<file path="src/rtl/mpsk_diff_codec.sv">
// M-PSK (M = 2^K) differential encoder with a chained differential decoder for loopback.
// Define CODEC_SELFCHECK_EN to add the ab_in-vs-ab_out mismatch counter.
module mpsk_diff_codec #(
  parameter int K    = 2,
  parameter int GRAY = 1,
  parameter int CW   = 16
) (
  input  logic         clk,
  input  logic         rst,
  input  logic         in_valid,
  input  logic         sync,
  input  logic [K-1:0] ab_in,
  input  logic [K-1:0] rot,
`ifdef CODEC_SELFCHECK_EN
  input  logic          err_clr,
  output logic [CW-1:0] err_cnt,
  output logic          err_flag,
`endif
  output logic [K-1:0] cd,
  output logic         cd_valid,
  output logic [K-1:0] ab_out,
  output logic         out_valid
);

  if (K < 1 || K > 4 || CW < 1) begin : g_param_check
    $error("mpsk_diff_codec: K must be 1..4 and CW at least 1");
  end

  function automatic logic [K-1:0] gray2bin(input logic [K-1:0] g);
    logic [K-1:0] b;
    b[K-1] = g[K-1];
    for (int i = K - 2; i >= 0; i--) begin
      b[i] = b[i+1] ^ g[i];
    end
    return b;
  endfunction

  function automatic logic [K-1:0] bin2gray(input logic [K-1:0] b);
    return b ^ (b >> 1);
  endfunction

  logic [K-1:0] a_b_s;
  logic [K-1:0] enc_sum_s;
  logic [K-1:0] r_s;
  logic [K-1:0] d_s;
  logic [K-1:0] dec_label_s;
  logic         sync_d_r;
  logic [K-1:0] dec_ref_r;

  // Phase arithmetic for both stages; K-bit wrap gives the mod-M behaviour.
  always_comb begin
    a_b_s       = (GRAY != 0) ? gray2bin(ab_in) : ab_in;
    enc_sum_s   = (sync ? {K{1'b0}} : cd) + a_b_s;
    r_s         = cd + rot;
    d_s         = r_s - (sync_d_r ? {K{1'b0}} : dec_ref_r);
    dec_label_s = (GRAY != 0) ? bin2gray(d_s) : d_s;
  end

  // Encoder stage: cd doubles as the encoder reference since both always carry the same value.
  always_ff @(posedge clk or negedge rst) begin
    if (!rst) begin
      cd       <= {K{1'b0}};
      cd_valid <= 1'b0;
      sync_d_r <= 1'b0;
    end else if (in_valid) begin
      cd       <= enc_sum_s;
      cd_valid <= 1'b1;
      sync_d_r <= sync;
    end else begin
      cd_valid <= 1'b0;
    end
  end

  // Decoder stage: the reference is the rotated phase, so a constant rot cancels out.
  always_ff @(posedge clk or negedge rst) begin
    if (!rst) begin
      ab_out    <= {K{1'b0}};
      out_valid <= 1'b0;
      dec_ref_r <= {K{1'b0}};
    end else if (cd_valid) begin
      ab_out    <= dec_label_s;
      out_valid <= 1'b1;
      dec_ref_r <= r_s;
    end else begin
      out_valid <= 1'b0;
    end
  end

`ifdef CODEC_SELFCHECK_EN
  logic [K-1:0] ab_d1_r;
  logic [K-1:0] ab_d2_r;
  logic         mismatch_s;

  assign mismatch_s = out_valid && (ab_out != ab_d2_r);

  // Delay ab_in along the valid pipeline so it lines up with ab_out.
  always_ff @(posedge clk or negedge rst) begin
    if (!rst) begin
      ab_d1_r <= {K{1'b0}};
      ab_d2_r <= {K{1'b0}};
    end else begin
      if (in_valid) begin
        ab_d1_r <= ab_in;
      end else begin
        ab_d1_r <= ab_d1_r;
      end
      if (cd_valid) begin
        ab_d2_r <= ab_d1_r;
      end else begin
        ab_d2_r <= ab_d2_r;
      end
    end
  end

  // Saturating mismatch counter; a clear wins over a same-cycle increment.
  always_ff @(posedge clk or negedge rst) begin
    if (!rst) begin
      err_cnt  <= {CW{1'b0}};
      err_flag <= 1'b0;
    end else begin
      err_flag <= mismatch_s;
      if (err_clr) begin
        err_cnt <= {CW{1'b0}};
      end else if (mismatch_s && (err_cnt != {CW{1'b1}})) begin
        err_cnt <= err_cnt + {{(CW-1){1'b0}}, 1'b1};
      end else begin
        err_cnt <= err_cnt;
      end
    end
  end
`endif

endmodule

</file>
<file path="config.mk">
export PLATFORM = sky130hd
export DESIGN_NAME = mpsk_diff_codec
export DESIGN_NICKNAME = d
export VERILOG_FILES = /design/src/rtl/mpsk_diff_codec.sv
export SDC_FILE = /design/constraint.sdc
export NUM_CORES = 1
export LEC_CHECK = 0
export BUFFER_PORTS_ARGS = -buffer_cell sky130_fd_sc_hd__clkbuf_2
export CAP_MARGIN = 20
export CORE_AREA = 10 10 47 49
export DETAILED_ROUTE_END_ITERATION = 6
export DIE_AREA = 0 0 57 59
export GPL_ROUTABILITY_DRIVEN = 0
export HOLD_SLACK_MARGIN = 0.12
export SYNTH_ARGS = -nofsm -noshare
export SYNTH_HDL_FRONTEND = slang
export SYNTH_SLANG_ARGS = --single-unit
</file>
<file path="constraint.sdc">
create_clock -name clk -period 1.8 [get_ports clk]
set_input_delay 0.36 -clock clk [delete_from_list [all_inputs] [get_ports clk]]
set_output_delay 0.36 -clock clk [all_outputs]
set_load 0.01 [all_outputs]
</file>
==> summary.txt, run 1 <==
Die
  – Die Height: 59 um
  – Core area: ~1400 um2
  – # IOs: 14
  – # rows: 14
  – Die area: ~3400 um2
  – Die Width: around 57 um
  – Initial Utilization: 34.2%

Clock tree
  – CTS buffer count: 3
  – CTS Sinks: 9
  – CTS H-Tree Depth: 1
  – Clock Tree Buf Depth: 2
  – CTS tree: yes
  – Clock latency on the worst-skew pair: 0.27 ns
  – Clock tree root driver cell: clkbuf_4
  – CTS clk-pin slew, worst paths: 0.07 ns
  – Postcts setup bufs: 0

Critical path
  – Crit path max fanout: 2
  – Crit Path Category: reg -> reg
  – Critical Path RT: 1.96 ns
  – CP arrival: 1.85 ns
  – Critical path launch point type: register
  – Element type at the critical path end: register

Synthesis
  – Cell taking the most area after synthesis: dfrtp_1
  – Yosys top cell area share: 47.0%
  – Cell count after synthesis: 32
  – Yosys warns: 0
  – Synthesized area: 479 um2
  – Flops & latches, synth: 9
  – Count of cell types in the netlist: 13
  – Top cells by area, synth: dfrtp_1 47%, mux2_2 12%, xnor3_1 9.4%, ha_1 7.8%, xnor3_2 5.0%
  – Seq/Total Area, Yosys: 47.0%
  – Syn Nets: 43
  – Synth Area per Inst: 15.0 um2

Finish
  – NumNets Final: 64
  – Fill count: 139
  – Non-filler instance count after layout: just under 70
  – Area growth syn-to-layout: 35.5%
  – Reg area: approximately 230 um2
  – Area of the multi-input gates: 279 um2
  – Design Area, Final: 649 um2
  – Diode count: 0
  – Share of layout cells above drive strength 1: 57.7%

Placement
  – Placed Instances: 63
  – Area after DPL: 579 um2
  – Detailed placer's ending HPWL: 703 um
  – Port Buf Inserts: 13

Power
  – Internal: 0.673 mW
  – Switching Power: 0.285 mW
  – Sequential share of power: between 30 and 40%
  – Clock power frac: 16.6%
  – Lkg Pwr: 0.329 nW
  – VDD IR max: 0.802 mV
  – Pwr Density: about 1500 nW/um2
  – Sw frac: 29.7%
  – Power Total: approximately 0.96 mW
  – Power share of the combinational group: 50.7%

GRT
  – GRT Util Overall: 5.85%
  – First-pass GRT wire length: 1.57 mm
  – Remaining Overflow, GRT: 0
  – Largest net degree at the start of global routing: 10
  – Vias in the first global route: between 300 and 400
  – Initial antenna violation count: 0

Route
  – Post-route ant nets: 0
  – Vias: 322
  – Via/cell ratio: 4.74
  – First-pass DRT Iterations: 2
  – Iter 0 DRT Violations: 1
  – Routed wire length: around 920 um
  – Drt drc: 0
  – Routed WL per cell: 13.5 um

Timing
  – Final Hold Vio Count: 0
  – Fmax: 590 MHz
  – Measured slew at the worst slew-check pin: 0.266 ns
  – Unrepaired setup endpoints after global routing: no
  – Rel. slew slack: between 80% and 90%
  – Fin crit share: 94.1%
  – Setup Viol. Count Final: 0
  – Final Max Tran Viols: 0
  – Fin crit period: 1.69 ns
  – Clk_skew: ~0.0067 ns

Job
  – Max Cap Viol: 0

Run status
  – Outcome: finished, final reports clean

Worst hold path
  – Hold crit path type: in -> reg
synth_stat cells:
cell type	count
mux2_2	5
mux2i_1	1
inv_1	2
dfrtp_1	9
xor2_1	2
xnor3_2	1
ha_1	3
o21ai_0	1
a22o_1	1
nor2b_1	3
xnor2_1	1
mux2_4	1
xnor3_1	2
cell usage in the layout, fill, tap and decap left out:
cell | synthesis | final
inv_1 | 2 | 1
clkbuf_2 | 0 | 13
mux2i_1 | 1 | 1
mux2_4 | 1 | 1
nor2b_1 | 3 | 3
xnor3_2 | 1 | 1
xor2_1 | 2 | 2
clkinv_2 | 0 | 1
ha_4 | 0 | 2
inv_2 | 0 | 1
mux2_2 | 5 | 5
dlygate4sd3_1 | 0 | 1
ha_1 | 3 | 1
clkbuf_4 | 0 | 3
xnor2_2 | 0 | 1
buf_4 | 0 | 2
dfrtp_1 | 9 | 9
xnor3_1 | 2 | 2
o21ai_0 | 1 | 1
a22o_1 | 1 | 1
cells by family after synthesis:
| logic type | Yosys count | synth area share (%) |
|---|---|---|
| compound gates | 2 | 2.87 |
| xor+xnor | 6 | 19.8 |
| fa+ha+maj | 3 | 7.83 |
| buf+inv | 2 | 1.57 |
| flops | 9 | 47.0 |
| mux | 7 | 17.0 |
| simple gates | 3 | 3.92 |
state kept, by name, summed over array words and instances (netlist names):
name / count
dec_ref_r: 2
sync_d_r: 1
ab_out: 2
cd: 2
out_valid: 1
cd_valid: 1
per-stage QoR:
stage / TNS [ns] / hold slack, ns / setup WS (ns) / util (%)
2_1_floorplan: 0 / 0.0644 / 0.0358 / -
3_3_place_gp: -0.0606 / 0.228 / -0.0606 / 41.3
3_5_place_dp: -0.0774 / 0.230 / -0.0774 / 41.3
4_1_cts: 0 / 0.266 / 0.0256 / 45.8
5_1_grt: 0 / 0.270 / 0.0320 / 46.3
6_report: 0 / 0.267 / 0.106 / 46.3
final cells by class:
class | count | area share [%]
tap | 16 | 3.08
timing repair buffer | 16 | 13.9
multi-input combinational | 21 | 43.0
clock buffer | 3 | 3.47
inverter | 2 | 1.16
clock inverter | 1 | 0.771
sequential | 9 | 34.7
worst max-delay path: stages (launching register included):
cell     delay [ns]
dfrtp_1        0.41
ha_4           0.28
inv_2          0.04
ha_4           0.26
xnor2_2        0.11
xnor3_1        0.23
mux2_4         0.26
timing repair:
item,in CTS,in global routing
pin swaps,3,1
resized for setup,3,1
hold buffers,1,0
setup endpoints to repair,1,1
hold endpoints to repair,9,0
power by group through the flow:
stage	Sequential, mW	Clock (mW)	Combinational (mW)
after global placement	0.310	0	0.441
after CTS	0.316	0.165	0.476
after global routing	0.324	0.176	0.536
final	0.314	0.159	0.485
after floorplan	0.327	0	0.299
after detailed placement	0.314	0	0.443
routing by layer:
| metal | wire, um | GRT usage, % | part of all wire, % |
|---|---|---|---|
| met1 | 427 | 6.98 | 47 |
| met2 | 386 | 7.91 | 42 |
| met3 | 80 | 3.00 | 8.7 |
| met4 | 22 | 4.03 | 2.4 |
| met5 | 0 | 0 | 0 |
final timing paths:
check	startpoint	endpoint	slack (ns)	cells past startpoint
max reg2reg	cd[0]	ab_out[0]	0.11	6
min reg2reg	dec_ref_r[0]	dec_ref_r[0]	0.51	1
min in group asynchronous	rst	ab_out[0]	0.48	2
max	cd[0]	ab_out[0]	0.11	6
max in group asynchronous	rst	dec_ref_r[0]	1.12	2
min	in_valid	cd_valid	0.27	1
Power figures use the tool's default switching activity.
==> run 2: changes to the inputs <==
--- a/config.mk
+++ b/config.mk
@@ -5,13 +5,15 @@
 export SDC_FILE = /design/constraint.sdc
 export NUM_CORES = 1
 export LEC_CHECK = 0
+export ABC_AREA = 1
 export BUFFER_PORTS_ARGS = -buffer_cell sky130_fd_sc_hd__clkbuf_2
 export CAP_MARGIN = 20
-export CORE_AREA = 10 10 47 49
+export CORE_AREA = 2 2 39 41
 export DETAILED_ROUTE_END_ITERATION = 6
-export DIE_AREA = 0 0 57 59
+export DIE_AREA = 0 0 41 43
 export GPL_ROUTABILITY_DRIVEN = 0
 export HOLD_SLACK_MARGIN = 0.12
+export PLACE_DENSITY_LB_ADDON = 0.08
 export SYNTH_ARGS = -nofsm -noshare
 export SYNTH_HDL_FRONTEND = slang
 export SYNTH_SLANG_ARGS = --single-unit
==> run 2 against run 1 <==
Effect of this change: combinational power decreased by 48%; clock power barely moved; register-to-register slack improved by 0.09 ns; setup slack better by 0.086 ns; critical endpoint unchanged; largest cell class unchanged.
==> summary.txt, run 2 <==
Power
  – Sequential share of power: 41.4%
  – Clock power frac: 22.4%
  – Switching Power: around 0.26 mW
  – Sw frac: around 37%
  – Pwr Density: ~1100 nW/um2
  – Lkg Pwr: 0.344 nW
  – Power share of the combinational group: 36.2%
  – VDD IR max: 0.527 mV
  – Internal: 0.443 mW

Worst hold path
  – Hold crit path type: in -> reg
  – WHS Endpoint: cd_valid
  – Hold path depth: 1
  – Hold_sp: in_valid

Die
  – Initial Utilization: 36.0%
  – Die area: 1760 um2
  – Die Width: 41 um
  – # rows: 14
  – # IOs: 14
  – Core area: 1380 um2
  – Die Height: between 40 and 50 um

Finish
  – Diode count: 0
  – Top flop regs: ab_out (2), cd (2), dec_ref_r (2)
  – NumNets Final: 89
  – Commonest non-fill, non-tap cell in the layout: nand2_1
  – Area growth syn-to-layout: 23.4%
  – Share of layout cells above drive strength 1: 29.9%
  – Most frequent cells in the layout: 15 x nand2_1, 13 x clkbuf_2, 10 x inv_1, 9 x dfrtp_1, 4 x nor2_1

Clock tree
  – CTS Sinks: 9
  – Clock Tree Buf Depth: 2
  – CTS tree: yes
  – Postcts setup bufs: 0
  – Clock latency on the worst-skew pair: 0.26 ns
  – CTS buffer count: 3
  – Clock tree root driver cell: clkbuf_4
  – Resized cells post-CTS: 0
  – CTS clk-pin slew, worst paths: about 0.06 ns
  – CTS H-Tree Depth: 1

GRT
  – Vias in the first global route: 388
  – Largest net degree at the start of global routing: 11
  – First-pass GRT wire length: 1.52 mm
  – GRT Util Overall: 13.7%
  – Initial antenna violation count: 0
  – Remaining Overflow, GRT: 0

Timing
  – Unrepaired setup endpoints after global routing: no
  – Post-route setup TNS: 0 ns
  – Clk_skew: 0.00654 ns
  – Setup Viol. Count Final: 0
  – Setup ws final: roughly 0.19 ns
  – Measured slew at the worst slew-check pin: 0.313 ns
  – Final Max Tran Viols: 0
  – Rel. slew slack: between 70 and 80%
  – Fin crit period: 1.61 ns
  – Fmax: 622 MHz
  – Fin crit share: 89.3%
  – Final Hold Vio Count: 0

Critical path
  – CP delay by family, top: adder cells
  – Crit path from: cd[0]
  – CP arrival: 1.76 ns
  – Crit path buf inv count: 3
  – Crit Path Category: reg -> reg
  – Critical path launch point type: register
  – Critical Path RT: roughly 2 ns
  – Reg2Reg Depth: 11
  – Worst R2R Start: cd[0]
  – Reg-to-Reg End: ab_out[0]
  – R2R setup slack: 0.19 ns
  – Crit path max fanout: 3
  – Crit-path cells: ha_1, inv_1, ha_1, inv_1, nand3_1, nand2_1, inv_1, nand2_2, nand3_1, nand3_1, nand2_1
  – Element type at the critical path end: register
  – Critical path's largest stage delay: 0.41 ns
  – CP max stage cell: dfrtp_1

Synthesis
  – Yosys warns: 0
  – Syn Nets: 71
  – Seq/Total Area, Yosys: between 40% and 50%
  – Flops & latches, synth: 9
  – Post-synth top flop: dfrtp_1
  – Count leader, synth: nand2_1
  – Synth Area per Inst: 8.30 um2
  – Ys async rst share: 100%
  – Yosys top cell area share: 45.2%
  – Top cells by area, synth: dfrtp_1 45%, nand2_1 11%, ha_1 7.5%, inv_1 7.5%, nand3_2 6.0%
  – EDFF count, synth: 0
  – Cell count after synthesis: 60
  – Synthesized area: 498 um2
  – Synth cell count leaders: 15 x nand2_1, 10 x inv_1, 9 x dfrtp_1
  – Cell taking the most area after synthesis: dfrtp_1
  – Count of cell types in the netlist: 13

Route
  – Post-route ant nets: 0
  – Vias: about 420
  – Met3 routed wirelength: 61 um
  – Met2 routed wirelength: 451 um
  – Routed wire length: 917 um
  – Via/cell ratio: 4.56
  – First-pass DRT Iterations: 4
  – Top routing layer in use: met4
  – Drt drc: 0
  – Iter 0 DRT Violations: 8
  – Routed WL per cell: 9.86 um
  – Metal-1 WL: a little under 400 um

Run status
  – Outcome: finished, final reports clean

Placement
  – Pre-CTS setup slack: roughly 0.16 ns
  – Detailed placer's ending HPWL: 708 um
  – Port Buf Inserts: 13

Job
  – Max Cap Viol: 0
[run 2: cell count changes after synthesis, sizes merged, moves of 2 or more]
cell / change
nor2b: -3
xnor3: -3
inv: +9
nor2: +4
nand3: +6
mux2: -6
nand2: +18
a31oi: +2
o21ai: +2
[run 2: timing repair]
action | 4_1_cts | 5_1_grt
endpoints found under the hold margin | 9 | 0
setup endpoints to repair | 0 | 0
hold buffers | 1 | 0
[run 2: cell families after synthesis]
logic type,synth area share [%]
DFF,45.2
AOI/OAI and AO/OA,5.53
adders and majority gates,7.54
buffers and inverters,9.30
and+or+nand+nor,27.1
xor gates and xnor gates,5.28
[run 2: final cells by class]
type                            count  area [um2]
Tap cell                           16        20.0
Multi-Input combinational cell     39         226
Timing Repair Buffer               14        75.1
Inverter                           11        41.3
Fill cell                         144         769
Sequential cell                     9         225
Clock buffer                        4        26.3
[run 2: per-layer routing]
layer | track usage, % | vias up
li1 | - | 220
met4 | 6.00 | 0
met3 | 7.85 | 2
met2 | 20.9 | 12
met5 | 0 | -
met1 | 14.7 | 190
[run 2: worst max-delay path by stage]
stage,slack (ns),end,cells after the start
after floorplan,0.27,ab_out[0],11
after global placement,0.19,ab_out[0],12
after detailed placement,0.16,ab_out[0],12
after CTS,0.17,ab_out[0],11
after global routing,0.05,ab_out[0],11
final,0.19,ab_out[0],11
[run 2: power groups by stage]
| stage | sequential, mW | combinational (mW) | clock [mW] |
|---|---|---|---|
| finish | 0.291 | 0.254 | 0.157 |
| global route | 0.298 | 0.292 | 0.178 |
| CTS | 0.291 | 0.259 | 0.166 |
| detailed placement | 0.295 | 0.256 | 0 |
| global placement | 0.292 | 0.252 | 0 |
| floorplan | 0.303 | 0.166 | 0 |
[run 2: metrics by stage]
stage	hold slack, ns	power (mW)	cell area (um2)	instances	util [%]
final	0.276	0.702	614	93	44.4
after global routing	0.276	0.769	614	93	44.4
after CTS	0.265	0.716	614	93	44.4
after detailed placement	0.234	0.550	578	88	41.8
after global placement	0.237	0.543	578	88	41.8
after floorplan	0.0644	0.469	498	60	-
==> run 3: changes to the inputs <==
--- a/config.mk
+++ b/config.mk
@@ -5,10 +5,10 @@
 export SDC_FILE = /design/constraint.sdc
 export NUM_CORES = 1
 export LEC_CHECK = 0
-export ABC_AREA = 1
 export BUFFER_PORTS_ARGS = -buffer_cell sky130_fd_sc_hd__clkbuf_2
 export CAP_MARGIN = 20
 export CORE_AREA = 2 2 39 41
+export CTS_BUF_LIST = sky130_fd_sc_hd__clkbuf_8
 export DETAILED_ROUTE_END_ITERATION = 6
 export DIE_AREA = 0 0 41 43
 export GPL_ROUTABILITY_DRIVEN = 0
==> run 3 against run 2 <==
Effect of this change: register-to-register slack worse by 0.10 ns; global-route usage shrank 2.0 points; via count is 30% lower; final cell count is 28% lower; die area did not move; sequential share of layout area is 2.5 points lower; clock skew is 0.0062 ns lower; sequential power grew 8.2%; clock power grew 42%; fmax down 5.9%; critical path type unchanged; largest cell class unchanged.
==> summary.txt, run 3 (synthesis gave the netlist of run 1 again) <==
Run status
  – Outcome: finished, final reports clean

GRT
  – GRT Util Overall: 11.8%
  – Vias in the first global route: around 340
  – First-pass GRT wire length: 1.40 mm
  – Remaining Overflow, GRT: 0
  – Largest net degree at the start of global routing: 10
  – Initial antenna violation count: 0

Worst hold path
  – Hold crit path type: in -> reg
  – Hold path depth: 1

Timing
  – Post-route setup TNS: 0 ns
  – Clk_skew: 0.000351 ns
  – Fin crit period: 1.71 ns
  – Unrepaired setup endpoints after global routing: no
  – Setup ws final: 0.0906 ns
  – Rel. slew slack: a little over 80%
  – Worst hold slack: between 0.3 and 0.4 ns
  – Final Hold Vio Count: 0
  – Fin crit share: 95.0%
  – Final Max Tran Viols: 0
  – Fmax: 585 MHz
  – Setup Viol. Count Final: 0
  – Measured slew at the worst slew-check pin: between 0.2 and 0.3 ns

Critical path
  – Crit Path Category: reg -> reg
  – Critical path launch point type: register
  – CP arrival: ~1.8 ns
  – Element type at the critical path end: register
  – Critical Path RT: 1.91 ns
  – Reg2Reg Depth: 6
  – Crit path max fanout: 2

Route
  – Via/cell ratio: 4.45
  – Vias: 298
  – Routed wire length: 831 um
  – Routed WL per cell: 12.4 um
  – Iter 0 DRT Violations: 0
  – First-pass DRT Iterations: 1
  – Drt drc: 0
  – Post-route ant nets: 0

Finish
  – Top flop regs: ab_out (2), cd (2), dec_ref_r (2)
  – Share of layout cells above drive strength 1: 54.9%
  – NumNets Final: 63
  – Util after Layout: 47.6%
  – Non-filler instance count after layout: 67
  – Most frequent cells in the layout: 13 x clkbuf_2, 9 x dfrtp_1, 5 x mux2_2, 3 x nor2b_1, 3 x clkbuf_8
  – Area growth syn-to-layout: 37.6%
  – Fill count: 127
  – Commonest non-fill, non-tap cell in the layout: clkbuf_2
  – Diode count: 0

Power
  – Lkg Pwr: approximately 0.33 nW
  – VDD IR max: about 0.95 mV
  – Pwr Density: roughly 1500 nW/um2

Clock tree
  – CTS Sinks: 9
  – CTS H-Tree Depth: 1
  – Clock latency on the worst-skew pair: 0.22 ns
  – CTS buffer count: 3
  – Postcts setup bufs: 0
  – Clock Tree Buf Depth: 2
  – Clock tree root driver cell: clkbuf_8
  – CTS tree: yes
  – CTS clk-pin slew, worst paths: 0.04 ns

Die
  – Core area: 1380 um2
  – # rows: 14
  – # IOs: 14
  – Die Height: 43 um
  – Initial Utilization: between 30 and 40%
  – Die area: 1760 um2
  – Die Width: 41 um

Placement
  – Port Buf Inserts: 13
  – Pre-CTS setup slack: -0.0519 ns
  – Placed Instances: between 60 and 70

Job
  – Max Cap Viol: 0
-- run 3: changes by cell type in the layout (fill, tap and decap cells not counted), sizes merged, moves of 3 or more --
| cell | change |
|---|---|
| inv | -8 |
| mux2 | +6 |
| nand2 | -18 |
| nand3 | -6 |
| nor2 | -4 |
| nor2b | +3 |
| xnor3 | +3 |
-- run 3: worst paths after layout --
path / from / end / slack, ns
max reg2reg: cd[0] / ab_out[0] / 0.09
min in group asynchronous: rst / cd[0] / 0.53
max in group asynchronous: rst / sync_d_r / 1.07
min reg2reg: ab_out[1] / ab_out[1] / 0.51
min: in_valid / cd_valid / 0.31
max: cd[0] / ab_out[0] / 0.09
-- run 3: where the power goes --
| part | total, mW | internal (mW) | leakage [nW] | switching [mW] |
|---|---|---|---|---|
| Sequential | 0.315 | 0.269 | 0.105 | 0.0462 |
| Clock | 0.223 | 0.148 | 0.0269 | 0.0745 |
| Combinational | 0.465 | 0.308 | 0.202 | 0.157 |
| Total | 1.00 | 0.725 | 0.334 | 0.278 |
-- run 3: cell type report --
cell class | count | area (um2) | share of cell area, %
Inverter | 2 | 7.51 | 1.14
Timing Repair Buffer | 15 | 82.6 | 12.5
Clock inverter | 1 | 3.75 | 0.569
Sequential cell | 9 | 225 | 34.2
Tap cell | 16 | 20.0 | 3.04
Multi-Input combinational cell | 21 | 279 | 42.3
Clock buffer | 3 | 41.3 | 6.26
-- run 3: stage by stage --
stage	cell area [um2]	power [mW]
after floorplan	479	0.625
after global placement	572	0.721
after detailed placement	572	0.737
after CTS	627	0.966
after global routing	659	1.09
final	659	1.00
-- run 3: what timing repair did --
| item | CTS | global route |
|---|---|---|
| setup endpoints to repair | 0 | 1 |
| hold endpoints to repair | 9 | 0 |
| hold buffers | 1 | 0 |
| gates resized for setup | 0 | 4 |
-- run 3: layer usage --
metal	part of all wire (%)	vias up	track usage (%)
met5	0	-	0
met4	0	0	2.00
met3	5.8	0	3.14
met2	51	8	17.8
met1	43	142	16.7
li1	-	148	-
-- run 3: worst max-delay path, cell delays in order, from the launching register on --
cell and delay [ns]:
dfrtp_1 0.40, ha_4 0.28, inv_2 0.04, ha_4 0.23, xnor2_2 0.16, xnor3_1 0.23, mux2_4 0.26
